### src/rtl/apb_regfile_slave_pkg.sv
// apb_slv_pkg: shared state encoding, constants and address decode for apb_regfile_slave.
package apb_slv_pkg;
    typedef enum logic {IDLE, ACCESS} apb_slv_state_e;
    localparam int unsigned APB_SLV_ID_IDX = 0;
    localparam int unsigned APB_SLV_WAIT_W = 4;
    function automatic logic apb_slv_decode_err(input logic [31:0] addr, input logic write,
                                                input int unsigned num_regs);
        return addr[1:0] != 2'b00 || {2'b00, addr[31:2]} >= num_regs
            || (write && {2'b00, addr[31:2]} == APB_SLV_ID_IDX);
    endfunction
endpackage

### src/rtl/apb_regfile_slave_if.sv
// apb_regfile_slave_if: APB bus bundle with master and slave views.
interface apb_regfile_slave_if #(
    parameter int ADDR_WIDTH = 12,
    parameter int DATA_WIDTH = 32
);
    logic [ADDR_WIDTH-1:0] paddr;
    logic                  psel;
    logic                  penable;
    logic                  pwrite;
    logic [DATA_WIDTH-1:0] pwdata;
    logic                  pready;
    logic [DATA_WIDTH-1:0] prdata;
    logic                  pslverr;
    modport master (output paddr, psel, penable, pwrite, pwdata, input pready, prdata, pslverr);
    modport slave (input paddr, psel, penable, pwrite, pwdata, output pready, prdata, pslverr);
endinterface

### src/rtl/apb_regfile_slave_regbank.sv
// apb_slv_regbank: register array with one write port and a read mux; reg 0 holds the ID constant.
module apb_slv_regbank
    import apb_slv_pkg::*;
#(
    parameter int          NUM_REGS   = 8,
    parameter int          DATA_WIDTH = 32,
    parameter logic [31:0] ID_VALUE   = 32'hA9B0_0001,
    parameter int          IW         = $clog2(NUM_REGS)
) (
    input  logic                           clk,
    input  logic                           rst,
    input  logic                           we,
    input  logic [IW-1:0]                  idx,
    input  logic [DATA_WIDTH-1:0]          data,
    output logic [DATA_WIDTH-1:0]          rdata,
    output logic [NUM_REGS*DATA_WIDTH-1:0] regs
);
    logic [DATA_WIDTH-1:0] mem [NUM_REGS];
    always_ff @(posedge clk or posedge rst) begin
        if (rst) begin
            for (int k = 0; k < NUM_REGS; k++) mem[k] <= '0;
            mem[APB_SLV_ID_IDX] <= ID_VALUE;
        end else if (we) begin
            mem[idx] <= data;
        end
    end
    // guard covers non-power-of-two bank sizes
    assign rdata = int'(idx) < NUM_REGS ? mem[idx] : '0;
    for (genvar i = 0; i < NUM_REGS; i++) begin : g_flat
        assign regs[i*DATA_WIDTH +: DATA_WIDTH] = mem[i];
    end
endmodule

### src/rtl/apb_regfile_slave.sv
// apb_regfile_slave: APB completer over a small register bank with decode errors.
// Wait states are inserted only when APB_SLV_WAIT_EN is defined; otherwise every access is zero-wait.
module apb_regfile_slave
    import apb_slv_pkg::*;
#(
    parameter int          ADDR_WIDTH  = 12,
    parameter int          DATA_WIDTH  = 32,
    parameter int          NUM_REGS    = 8,
    parameter int          WAIT_CYCLES = 1,
    parameter logic [31:0] ID_VALUE    = 32'hA9B0_0001,
    localparam int         IW          = $clog2(NUM_REGS)
) (
    input  logic                           clk,
    input  logic                           rst,
    apb_regfile_slave_if.slave             bus,
    output logic [NUM_REGS*DATA_WIDTH-1:0] regs_o,
    output logic                           wr_pulse,
    output logic [IW-1:0]                  wr_idx
);
    apb_slv_state_e        state;
    logic [ADDR_WIDTH-1:0] addr_q;
    logic [DATA_WIDTH-1:0] rdata;
    logic                  rdy;
    logic                  err;
    logic                  we;
`ifdef APB_SLV_WAIT_EN
    logic [APB_SLV_WAIT_W-1:0] cnt;
    assign rdy = state == ACCESS && bus.psel && cnt == '0;
`else
    assign rdy = state == ACCESS && bus.psel;
`endif
    // decode works off the address latched in setup
    assign err = apb_slv_decode_err(32'(addr_q), bus.pwrite, NUM_REGS);
    assign we = rdy && bus.penable && bus.pwrite && !err;
    assign bus.pready = rdy;
    assign bus.pslverr = rdy && err;
    assign bus.prdata = rdy && !err ? rdata : '0;
    always_ff @(posedge clk or posedge rst) begin
        if (rst) begin
            state <= IDLE;
            addr_q <= '0;
            wr_pulse <= 1'b0;
            wr_idx <= '0;
`ifdef APB_SLV_WAIT_EN
            cnt <= '0;
`endif
        end else begin
            wr_pulse <= we;
            if (we) wr_idx <= addr_q[IW+1:2];
            if (state == IDLE) begin
                if (bus.psel && !bus.penable) begin
                    state <= ACCESS;
                    addr_q <= bus.paddr;
`ifdef APB_SLV_WAIT_EN
                    cnt <= APB_SLV_WAIT_W'(WAIT_CYCLES);
`endif
                end
            end else if (!bus.psel || (rdy && bus.penable)) begin
                state <= IDLE;
            end
`ifdef APB_SLV_WAIT_EN
            else if (cnt != '0) begin
                cnt <= cnt - 1'b1;
            end
`endif
        end
    end
    apb_slv_regbank #(
        .NUM_REGS  (NUM_REGS),
        .DATA_WIDTH(DATA_WIDTH),
        .ID_VALUE  (ID_VALUE),
        .IW        (IW)
    ) u_regbank (
        .clk  (clk),
        .rst  (rst),
        .we   (we),
        .idx  (addr_q[IW+1:2]),
        .data (bus.pwdata),
        .rdata(rdata),
        .regs (regs_o)
    );
endmodule

### src/flat_wrapper.sv
// flat-port wrapper written by rule: the top's interface ports become plain ports
module apb_regfile_slave_flat import apb_slv_pkg::*;
#(
    parameter int          ADDR_WIDTH  = 12,
    parameter int          DATA_WIDTH  = 32,
    parameter int          NUM_REGS    = 8,
    parameter int          WAIT_CYCLES = 1,
    parameter logic [31:0] ID_VALUE    = 32'hA9B0_0001,
    localparam int         IW          = $clog2(NUM_REGS)
)
  (clk, rst, regs_o, wr_pulse, wr_idx, bus_paddr, bus_psel, bus_penable, bus_pwrite, bus_pwdata, bus_pready, bus_prdata, bus_pslverr);
  apb_regfile_slave_if #(.ADDR_WIDTH(ADDR_WIDTH), .DATA_WIDTH(DATA_WIDTH)) bus_i ();
  input  logic clk;
  input  logic rst;
  output logic [NUM_REGS*DATA_WIDTH-1:0] regs_o;
  output logic wr_pulse;
  output logic [IW-1:0] wr_idx;
  input wire logic [$bits(bus_i.paddr)-1:0] bus_paddr;
  input wire logic [$bits(bus_i.psel)-1:0] bus_psel;
  input wire logic [$bits(bus_i.penable)-1:0] bus_penable;
  input wire logic [$bits(bus_i.pwrite)-1:0] bus_pwrite;
  input wire logic [$bits(bus_i.pwdata)-1:0] bus_pwdata;
  output wire logic [$bits(bus_i.pready)-1:0] bus_pready;
  output wire logic [$bits(bus_i.prdata)-1:0] bus_prdata;
  output wire logic [$bits(bus_i.pslverr)-1:0] bus_pslverr;
  assign bus_i.paddr = bus_paddr;
  assign bus_i.psel = bus_psel;
  assign bus_i.penable = bus_penable;
  assign bus_i.pwrite = bus_pwrite;
  assign bus_i.pwdata = bus_pwdata;
  assign bus_pready = bus_i.pready;
  assign bus_prdata = bus_i.prdata;
  assign bus_pslverr = bus_i.pslverr;
  apb_regfile_slave #(.ADDR_WIDTH(ADDR_WIDTH), .DATA_WIDTH(DATA_WIDTH), .NUM_REGS(NUM_REGS), .WAIT_CYCLES(WAIT_CYCLES), .ID_VALUE(ID_VALUE)) u_core (.clk(clk), .rst(rst), .bus(bus_i), .regs_o(regs_o), .wr_pulse(wr_pulse), .wr_idx(wr_idx));
endmodule
### config.mk
export PLATFORM = sky130hd
export DESIGN_NAME = apb_regfile_slave_flat
export DESIGN_NICKNAME = d
export VERILOG_FILES = /design/src/rtl/apb_regfile_slave_pkg.sv /design/src/rtl/apb_regfile_slave_if.sv /design/src/rtl/apb_regfile_slave_regbank.sv /design/src/rtl/apb_regfile_slave.sv /design/src/flat_wrapper.sv
export SDC_FILE = /design/constraint.sdc
export NUM_CORES = 1
export LEC_CHECK = 0
export BUFFER_PORTS_ARGS = -buffer_cell sky130_fd_sc_hd__buf_2
export CORE_ASPECT_RATIO = 1.4
export CORE_UTILIZATION = 53
export CTS_CLUSTER_DIAMETER = 200
export DETAILED_ROUTE_END_ITERATION = 7
export PLACE_DENSITY = 0.91
export SYNTH_ARGS = -nofsm -noshare
export SYNTH_HDL_FRONTEND = slang
export SYNTH_SLANG_ARGS = --single-unit
### constraint.sdc
create_clock -name clk -period 9.6 [get_ports clk]
set_input_delay 0.48 -clock clk [delete_from_list [all_inputs] [get_ports clk]]
set_output_delay 0.48 -clock clk [all_outputs]
set_load 0.05 [all_outputs]
After elaboration in Yosys (flattened, before gate mapping)
Index checks and enable logic that the tools add are counted.
W data, S select, Z words.

word-level totals
  register bits after elaboration = 273
  input bits = 49
  word-level logic and storage cells = 45

cells by class
  magnitude comparators = 3
  mux-type cells = 10
  bitwise gates (word level) = 2
  reduce and logical (&&, ||, !) cells = 18

operators by type and width
  kind                   number
  $bwmux W256            1
  $mux W32               4
  $bmux W32 S3           1
  $demux W32 S3          1
  $ge A10 B4 Y1 const B  1
  $logic_not A10 Y1      1
  $logic_and A1 B1 Y1    9
  $ge A4 B4 Y1 const B   1
  $lt A4 B1 Y1 const B   1
  $not A3 Y4             1
  $logic_not A1 Y1       3
  $logic_or A1 B1 Y1     3
  $mux W1                3
  $reduce_and A2 Y1      1
  $reduce_bool A2 Y1     1
  $not A1 Y1             1

Longest topological paths before layout
Gate-level depths: netlist of run 1.

  depth in word-level cells = 6
  gate-level depth with buffers = 7

Modules after synthesis
A second synthesis of run 1 with hierarchy kept.

second synthesis, totals
  cells, all modules = 747
  area, all modules = 12510.7 µm²

by module, submodules not included
  module             instances  cells each  area each (µm²)
  apb_slv_regbank    1          665         11576.1
  apb_regfile_slave  1          82          934.6

Worst setup path after synthesis of run 1
No wires, ideal clock.

  path kind = reg2out
  from = register u_core.addr_q[2]
  to = output port bus_prdata[10]
  arrival = 2.051 ns
  required time = 9.120 ns
  setup slack = 7.069 ns
  cell stages (with the launch flop) = 7
  cell sequence = dfrtp_1 -> buf_2 -> buf_2 -> buf_2 -> mux4_2 -> mux2i_1 -> nor2_1

on the way
  word-level cells in the longest chain between the ends = 6
  elaborated cells on any way between the ends = 12

ends and longest elaborated chain
  item                                                       line                                                    RTL
  start, declared                                            apb_regfile_slave.sv:21                                 logic [ADDR_WIDTH-1:0] addr_q;
  start signal, assigned                                     apb_regfile_slave.sv:53                                 addr_q <= bus.paddr;
  $ge A10 B4 Y1 or $logic_not A10 Y1 (tied branches)         apb_regfile_slave_pkg.sv:8, apb_regfile_slave_pkg.sv:9
  $logic_or A1 B1 Y1 or $logic_and A1 B1 Y1 (tied branches)  apb_regfile_slave_pkg.sv:8, apb_regfile_slave_pkg.sv:9
  $logic_or A1 B1 Y1                                         apb_regfile_slave_pkg.sv:9                              || (write && {2'b00, addr[31:2]} == APB_SLV_ID_IDX);
  $logic_not A1 Y1                                           apb_regfile_slave.sv:37                                 assign bus.prdata = rdy && !err ? rdata : '0;
  $logic_and A1 B1 Y1                                        apb_regfile_slave.sv:37
  $mux W32 (*)                                               apb_regfile_slave.sv:37
  end, declared                                              flat_wrapper.sv:24                                      output wire logic [$bits(bus_i.prdata)-1:0] bus_prdata;

Every way passes the cells marked *; elsewhere a longest branch is shown, timed or not. The select of a mux whose other input is x is not followed.

Worst setup path in the final report of run 1
  from = register u_core.addr_q[4]
  to = output port bus_prdata[28]

Same word-level chain as after synthesis.

==> results of run 1 <==
[layout by cell type (no fill, tap or decap), drive strengths merged]
cell type    n
inv          2
nor4         2
nor2b        3
clkinvlp     2
nand2b       1
dfrtp      265
dfstp        8
mux2i       32
mux2       239
nor2        35
buf        353
diode        1
a41oi        1
nand4b       2
nor3         2
nand4        4
clkbuf      42
nor4b        1
and4bb       1
and4         1
mux4        64
clkinv       8
nand2        3
nor4bb       1
or4b         1
[kinds of logic (layout without fill, tap and decap cells)]
family                 count (synthesis)  count (layout)  synth area share, %
AOI/OAI and AO/OA                      1               1               0.0704
buffers and inverters                 80             407                 3.68
DFF                                  273             273                 55.0
muxes                                335             335                 38.0
other                                  0               1                    0
and+or+nand+nor                       57              57                 3.21
[per-layer routing]
| layer | wire length, um | share of wire, % | vias up |
|---|---|---|---|
| li1 | - | - | 3344 |
| met1 | 12400 | 37 | 4161 |
| met2 | 17400 | 52 | 368 |
| met3 | 2040 | 6.1 | 113 |
| met4 | 1470 | 4.4 | 0 |
| met5 | 0 | 0 | - |
[final timing paths]
check / endpoint / depth (start not counted)
worst max-delay path: bus_prdata[28] / 6
worst min-delay path: u_core.u_regbank.regs[33] / 2
worst max register to register: u_core.wr_idx[2] / 6
worst min register to register: u_core.u_regbank.regs[24] / 0
max in group asynchronous: u_core.u_regbank.regs[86] / 3
min in group clk: u_core.state / 2
[layout make-up]
type / instances / share of cell area (%)
inverters: 2 / 0.0996
clock inverters: 10 / 0.365
repair buffers: 353 / 11.9
well taps: 306 / 2.54
flip-flops and latches: 273 / 45.5
diodes: 1 / 0.0166
clock buffers: 42 / 5.47
multi-input cells: 393 / 34.1
[stage by stage]
stage               std cells  total power (uW)
global route             1380              2500
CTS                      1379              2440
detailed placement       1327              1400
global placement         1327              1400
floorplan                 746              1350
finish                   1380              2420
[flip-flops by register name, indices dropped and copies added, names as in the netlist]
signal,cells
u_core.addr_q,12
u_core.u_regbank.regs,256
u_core.wr_pulse,1
u_core.wr_idx,3
u_core.state,1
[power groups by stage]
stage	clock network, uW	registers [uW]	logic (uW)
2_1_floorplan	0	1200	147
3_5_place_dp	0	1220	186
6_report	1040	1200	184
3_3_place_gp	0	1220	181
5_1_grt	1100	1200	198
4_1_cts	1050	1200	186
[worst max-delay path, stage by stage, from the launching register on]
cell,delay (ps)
dfrtp_2,340
buf_4,610
or4b_1,240
nand4_1,850
buf_4,590
nor2_1,180
buf_2,290
==> metrics.md, run 1 <==
| Metric | Value |
|---|---|
| Synth unique cells | `30` |
| Worst EP arrival | `3640 ps` |
| Largest net degree at the start of global routing | `128` |
| RSZ-0062 raised after global routing | `no` |
| Synth cell count leaders | `dfrtp_1 (265), mux2_2 (131), mux2_4 (74)` |
| Hold Vio Cnt, Final | `0` |
| Primary FF master, synth | `dfrtp_1` |
| Final ANT Viol Nets | `0` |
| Clock Power Share | `42.9%` |
| Synthesized cell area | `0.0124 mm^2` |
| Sequential share of the synthesized area | `55.0%` |
| Switch Pwr | `592 uW` |
| Total iterations of the first detailed-routing run | `6` |
| First-pass GRT wire length | `50,300 um` |
| Final Max Slew Viols | `0` |
| IO Port Bufs | `342` |
| DIE AREA | `0.0241 mm^2` |
| Util after Layout | `65.2%` |
| Worst Skew | `10.1 ps` |
| Clk sinks | `273` |
| Worst Path Max Fanout | `39` |
| Max VDD drop | `0.155 mV` |
| Worst Setup Slack, final | `5480 ps` |
| Resized Gates After CTS | `0` |
| Final setup fails | `0` |
| Max Cap Viol | `0` |
| Post-DP HPWL | `21,200 um` |
| Slew HR | `21.8%` |
| Period utilisation layout | `42.9%` |
| Critical Path RT | `9120 ps` |
| I/O pin cnt | `343` |
| Area of the multi-input gates | `0.00514 mm^2` |
| Cts hold-fix bufs | `0` |
| Layout cell share with drive strength beyond 1 | `64.1%` |
| Combinational share of power | `7.6%` |
| Startpoint types | `flip-flop` |
| Top cell type's share of synthesized area | `53.3%` |
| Met3 usage | `5.47%` |
| Reg clk slew, reported paths | `60 ps` |
| Overall routing resource usage | `27.3%` |
| DP Area | `0.0142 mm^2` |
| Horiz. Die Dim | `131 um` |
| WL/cell | `24.1 um` |
| Initial antenna violation count | `1` |
| Layout area overhead | `21.2%` |
| CTS tree | `done` |
| Slew @ Worst Pin | `1170 ps` |
| Core area | `0.0231 mm^2` |
| Routing usage on met2 | `47.9%` |
| Final Critical Period | `4120 ps` |
| Flops & latches, synth | `273` |
| Pre-CTS setup slack | `6080 ps` |
| Flop pwr share | `49.5%` |
| Vias per cell | `5.79` |
| Area contributors post-synth | `dfrtp_1 (53%), mux2_2 (12%), mux4_2 (12%), mux2_4 (8.9%), mux2_1 (3.1%)` |
| Register area | `0.00685 mm^2` |
| Post-route cell area | `0.0151 mm^2` |
| Ys Warns | `0` |
| Synth area leader | `dfrtp_1` |
| Setup crit end kind | `primary output` |
| Most used standard cell by instance count after synthesis | `dfrtp_1` |
| Post-synthesis net count | `795` |
| Leak Pwr | `0.00847 uW` |
| GRT overflow | `0` |
| RePlAce Congestion | `0.836` |
| Routed Wire Length | `33,300 um` |
| DR vias | `7,986` |
| R2R Setup Slk | `6200 ps` |
| CTS Buf Count | `28` |
| Int Pwr | `1830 uW` |
| Root buf cell | `clkbuf_16` |
| Met1 usage | `32.2%` |
| Row Count | `66` |
| H-tree depth | `1` |
| Setup TNS Final | `0 ps` |
| Worst Setup SP | `u_core.addr_q[4]` |
| Pwr/cell area | `161 mW/mm^2` |
| GR peak layer | `met2` |
| Clock Latency Late Sink | `530 ps` |
| Peak Freq | `0.243 GHz` |
| Average size of a mapped cell | `16.7 um^2` |
| Setup CP Type | `reg2out` |
| Initial Util | `53.8%` |
| WHS | `127 ps` |
| Reg2Reg Launch Point | `u_core.addr_q[4]` |
| Iter 0 DRT Violations | `335` |
| DRC Markers | `0` |
| Postcts setup bufs | `0` |
| Switching Share | `24.4%` |
| Layout fillers | `1,625` |
| Ys async rst share | `100%` |
| CTS Buffer Depth | `3` |
| Die Ht | `183 um` |
| Final nets | `1,100` |
| Post-synth EDFFs | `0` |
| Outcome | `completed` |
| Synth Instances | `746` |
| Vias in the first global route | `8,676` |
| Min-Delay Path Class | `in2async` |
No activity file was read; power rests on OpenSTA's default activity.
==> run 2, diff against run 1 <==
clock period = 4 ns   (was 9.6 ns; I/O delays follow)
==> run 2 against run 1 <==
Largest cell class unchanged. Register-to-register slack lost 5000 ps. Non-clock buffer count grew 45. Total power grew 140%. Flip-flop and latch count is the same. Core utilization grew 1.9 points. Clock skew shrank 2.4 ps. Setup slack lost 4900 ps.
==> metrics.md, run 2 (synthesized netlist as in run 1, its figures left out) <==
| Metric | Value |
|---|---|
| CP delay by family, top | `flip-flops` |
| Die Ht | `183 um` |
| Worst Setup SP | `u_core.addr_q[2]` |
| Worst Skew | `7.71 ps` |
| Leak Pwr | `0.00865 uW` |
| Horiz. Die Dim | `131 um` |
| Peak Freq | `0.294 GHz` |
| Worst-path cell chain | `buf_4 > mux4_2 > mux2i_1 > nor2_1 > buf_2` |
| Most frequent cells in the layout | `buf_2 (342), dfrtp_1 (262), mux2_2 (131)` |
| I/O pin cnt | `343` |
| R2R Setup Slk | `1220 ps` |
| Outcome | `completed` |
| CTS tree | `done` |
| Setup CP Type | `reg2out` |
| Root buf cell | `clkbuf_16` |
| GRT overflow | `0` |
| Resized Gates After CTS | `0` |
| Final nets | `1,143` |
| Combinational share of power | `7.7%` |
| Slew HR | `30.3%` |
| Row Count | `66` |
| Layout cell share with drive strength beyond 1 | `61.8%` |
| Routed Wire Length | `33,300 um` |
| Vias in the first global route | `8,791` |
| Switch Pwr | `1390 uW` |
| Reg2Reg Launch Point | `u_core.addr_q[5]` |
| Max VDD drop | `0.442 mV` |
| Setup TNS Final | `0 ps` |
| Core area | `0.0231 mm^2` |
| Reg clk slew, reported paths | `60 ps` |
| DRC Markers | `0` |
| Pre-CTS setup slack | `1160 ps` |
| Vias per cell | `5.77` |
| WHS | `18.7 ps` |
| Int Pwr | `4430 uW` |
| CTS Buffer Depth | `3` |
| Final Critical Period | `3410 ps` |
| Largest net degree at the start of global routing | `131` |
| Worst Path Max Fanout | `46` |
| Crit-path slowest cell | `dfrtp_4` |
| Postcts setup bufs | `0` |
| Commonest non-fill, non-tap cell in the layout | `buf_2` |
| First-pass GRT wire length | `51,100 um` |
| Iter 0 DRT Violations | `427` |
| Util after Layout | `67.0%` |
| Initial Util | `53.8%` |
| Final ANT Viol Nets | `0` |
| Final setup fails | `0` |
| Hold Vio Cnt, Final | `0` |
| Layout area overhead | `24.6%` |
| Min-Delay Path Class | `in2reg` |
| Startpoint types | `flip-flop` |
| Switching Share | `23.8%` |
| Max Cap Viol | `0` |
| Slew @ Worst Pin | `1040 ps` |
| Capture point of the critical path | `bus_prdata[21]` |
| Worst Setup Slack, final | `595 ps` |
| CTS Buf Count | `26` |
| Worst path bufs/invs | `2` |
| Period utilisation layout | `85.1%` |
| CP peak stage delay | `1000 ps` |
| Pwr/cell area | `375 mW/mm^2` |
| Critical path depth | `5` |
| Post-DP HPWL | `21,700 um` |
| Overall routing resource usage | `27.5%` |
| Max reg flops | `256` |
| Reg2Reg Depth | `4` |
| Final Max Slew Viols | `0` |
| Clk sinks | `273` |
| H-tree depth | `1` |
| Clock Power Share | `42.4%` |
| R2r endpoint | `u_core.u_regbank.regs[114]` |
| RSZ-0062 raised after global routing | `no` |
| Setup crit end kind | `primary output` |
| IO Port Bufs | `342` |
| Flop pwr share | `49.9%` |
| Clock Latency Late Sink | `520 ps` |
| Worst EP arrival | `3210 ps` |
| Critical Path RT | `3800 ps` |
| DR vias | `8,193` |
| Initial antenna violation count | `0` |
| DIE AREA | `0.0241 mm^2` |
| Ant. Diodes | `0` |
| RePlAce Congestion | `0.841` |
| WL/cell | `23.5 um` |
| Total iterations of the first detailed-routing run | `4` |
==> run 2: layout make-up <==
type,count,area [um^2]
Sequential cell,273,6850
Clock inverter,4,48.8
Clock buffer,44,810
Inverter,2,11.3
Timing Repair Buffer,398,2250
Fill cell,1523,7620
Multi-Input combinational cell,393,5140
Tap cell,306,383
==> run 2: timing repair <==
item / 4_1_cts / 5_1_grt
endpoints found under the hold margin: 318 / 0
endpoints found under the setup margin: 0 / 0
hold buffers: 39 / 0
==> run 2: metrics by stage <==
step                area (um^2)  total power (uW)  cells
floorplan                 12400              3230    746
global placement          14300              3360   1333
detailed placement        14300              3370   1333
CTS                       15500              5870   1420
global route              15500              6010   1420
finish                    15500              5820   1420
==> run 2: how the worst min path moves through the flow <==
stage	from	end	slack, ps	cells after the start
3_5_place_dp	u_core.u_regbank.regs[24]	u_core.u_regbank.regs[24]	370	0
5_1_grt	bus_pwdata[4]	u_core.u_regbank.regs[196]	7	2
6_report	bus_pwdata[18]	u_core.u_regbank.regs[50]	20	2
4_1_cts	bus_pwdata[4]	u_core.u_regbank.regs[196]	1	2
3_3_place_gp	u_core.u_regbank.regs[20]	u_core.u_regbank.regs[20]	360	0
2_1_floorplan	bus_penable	u_core.state	270	1
==> run 2: power groups by stage <==
| stage | Sequential, uW | Combinational [uW] | Clock [uW] |
|---|---|---|---|
| finish | 2900 | 448 | 2470 |
| CTS | 2900 | 452 | 2510 |
| detailed placement | 2950 | 419 | 0 |
| floorplan | 2880 | 354 | 0 |
| global route | 2910 | 478 | 2620 |
| global placement | 2950 | 411 | 0 |
==> run 2: layer usage <==
metal  up-vias  routed length (um)  track usage, %  share of wire [%]
met5         -                   0               0                  0
met4         0                1300            12.9                3.9
met3        92                1930            4.86                5.8
met2       361               17200            47.2                 52
met1      4303               12900            34.0                 39
li1       3437                   -               -                  -
==> run 2: worst reg2reg max path: cells and delay by family (launching register included) <==
kind / cells / cell delay, ps
mux: 1 / 600
flops: 1 / 400
simple gates: 3 / 1670
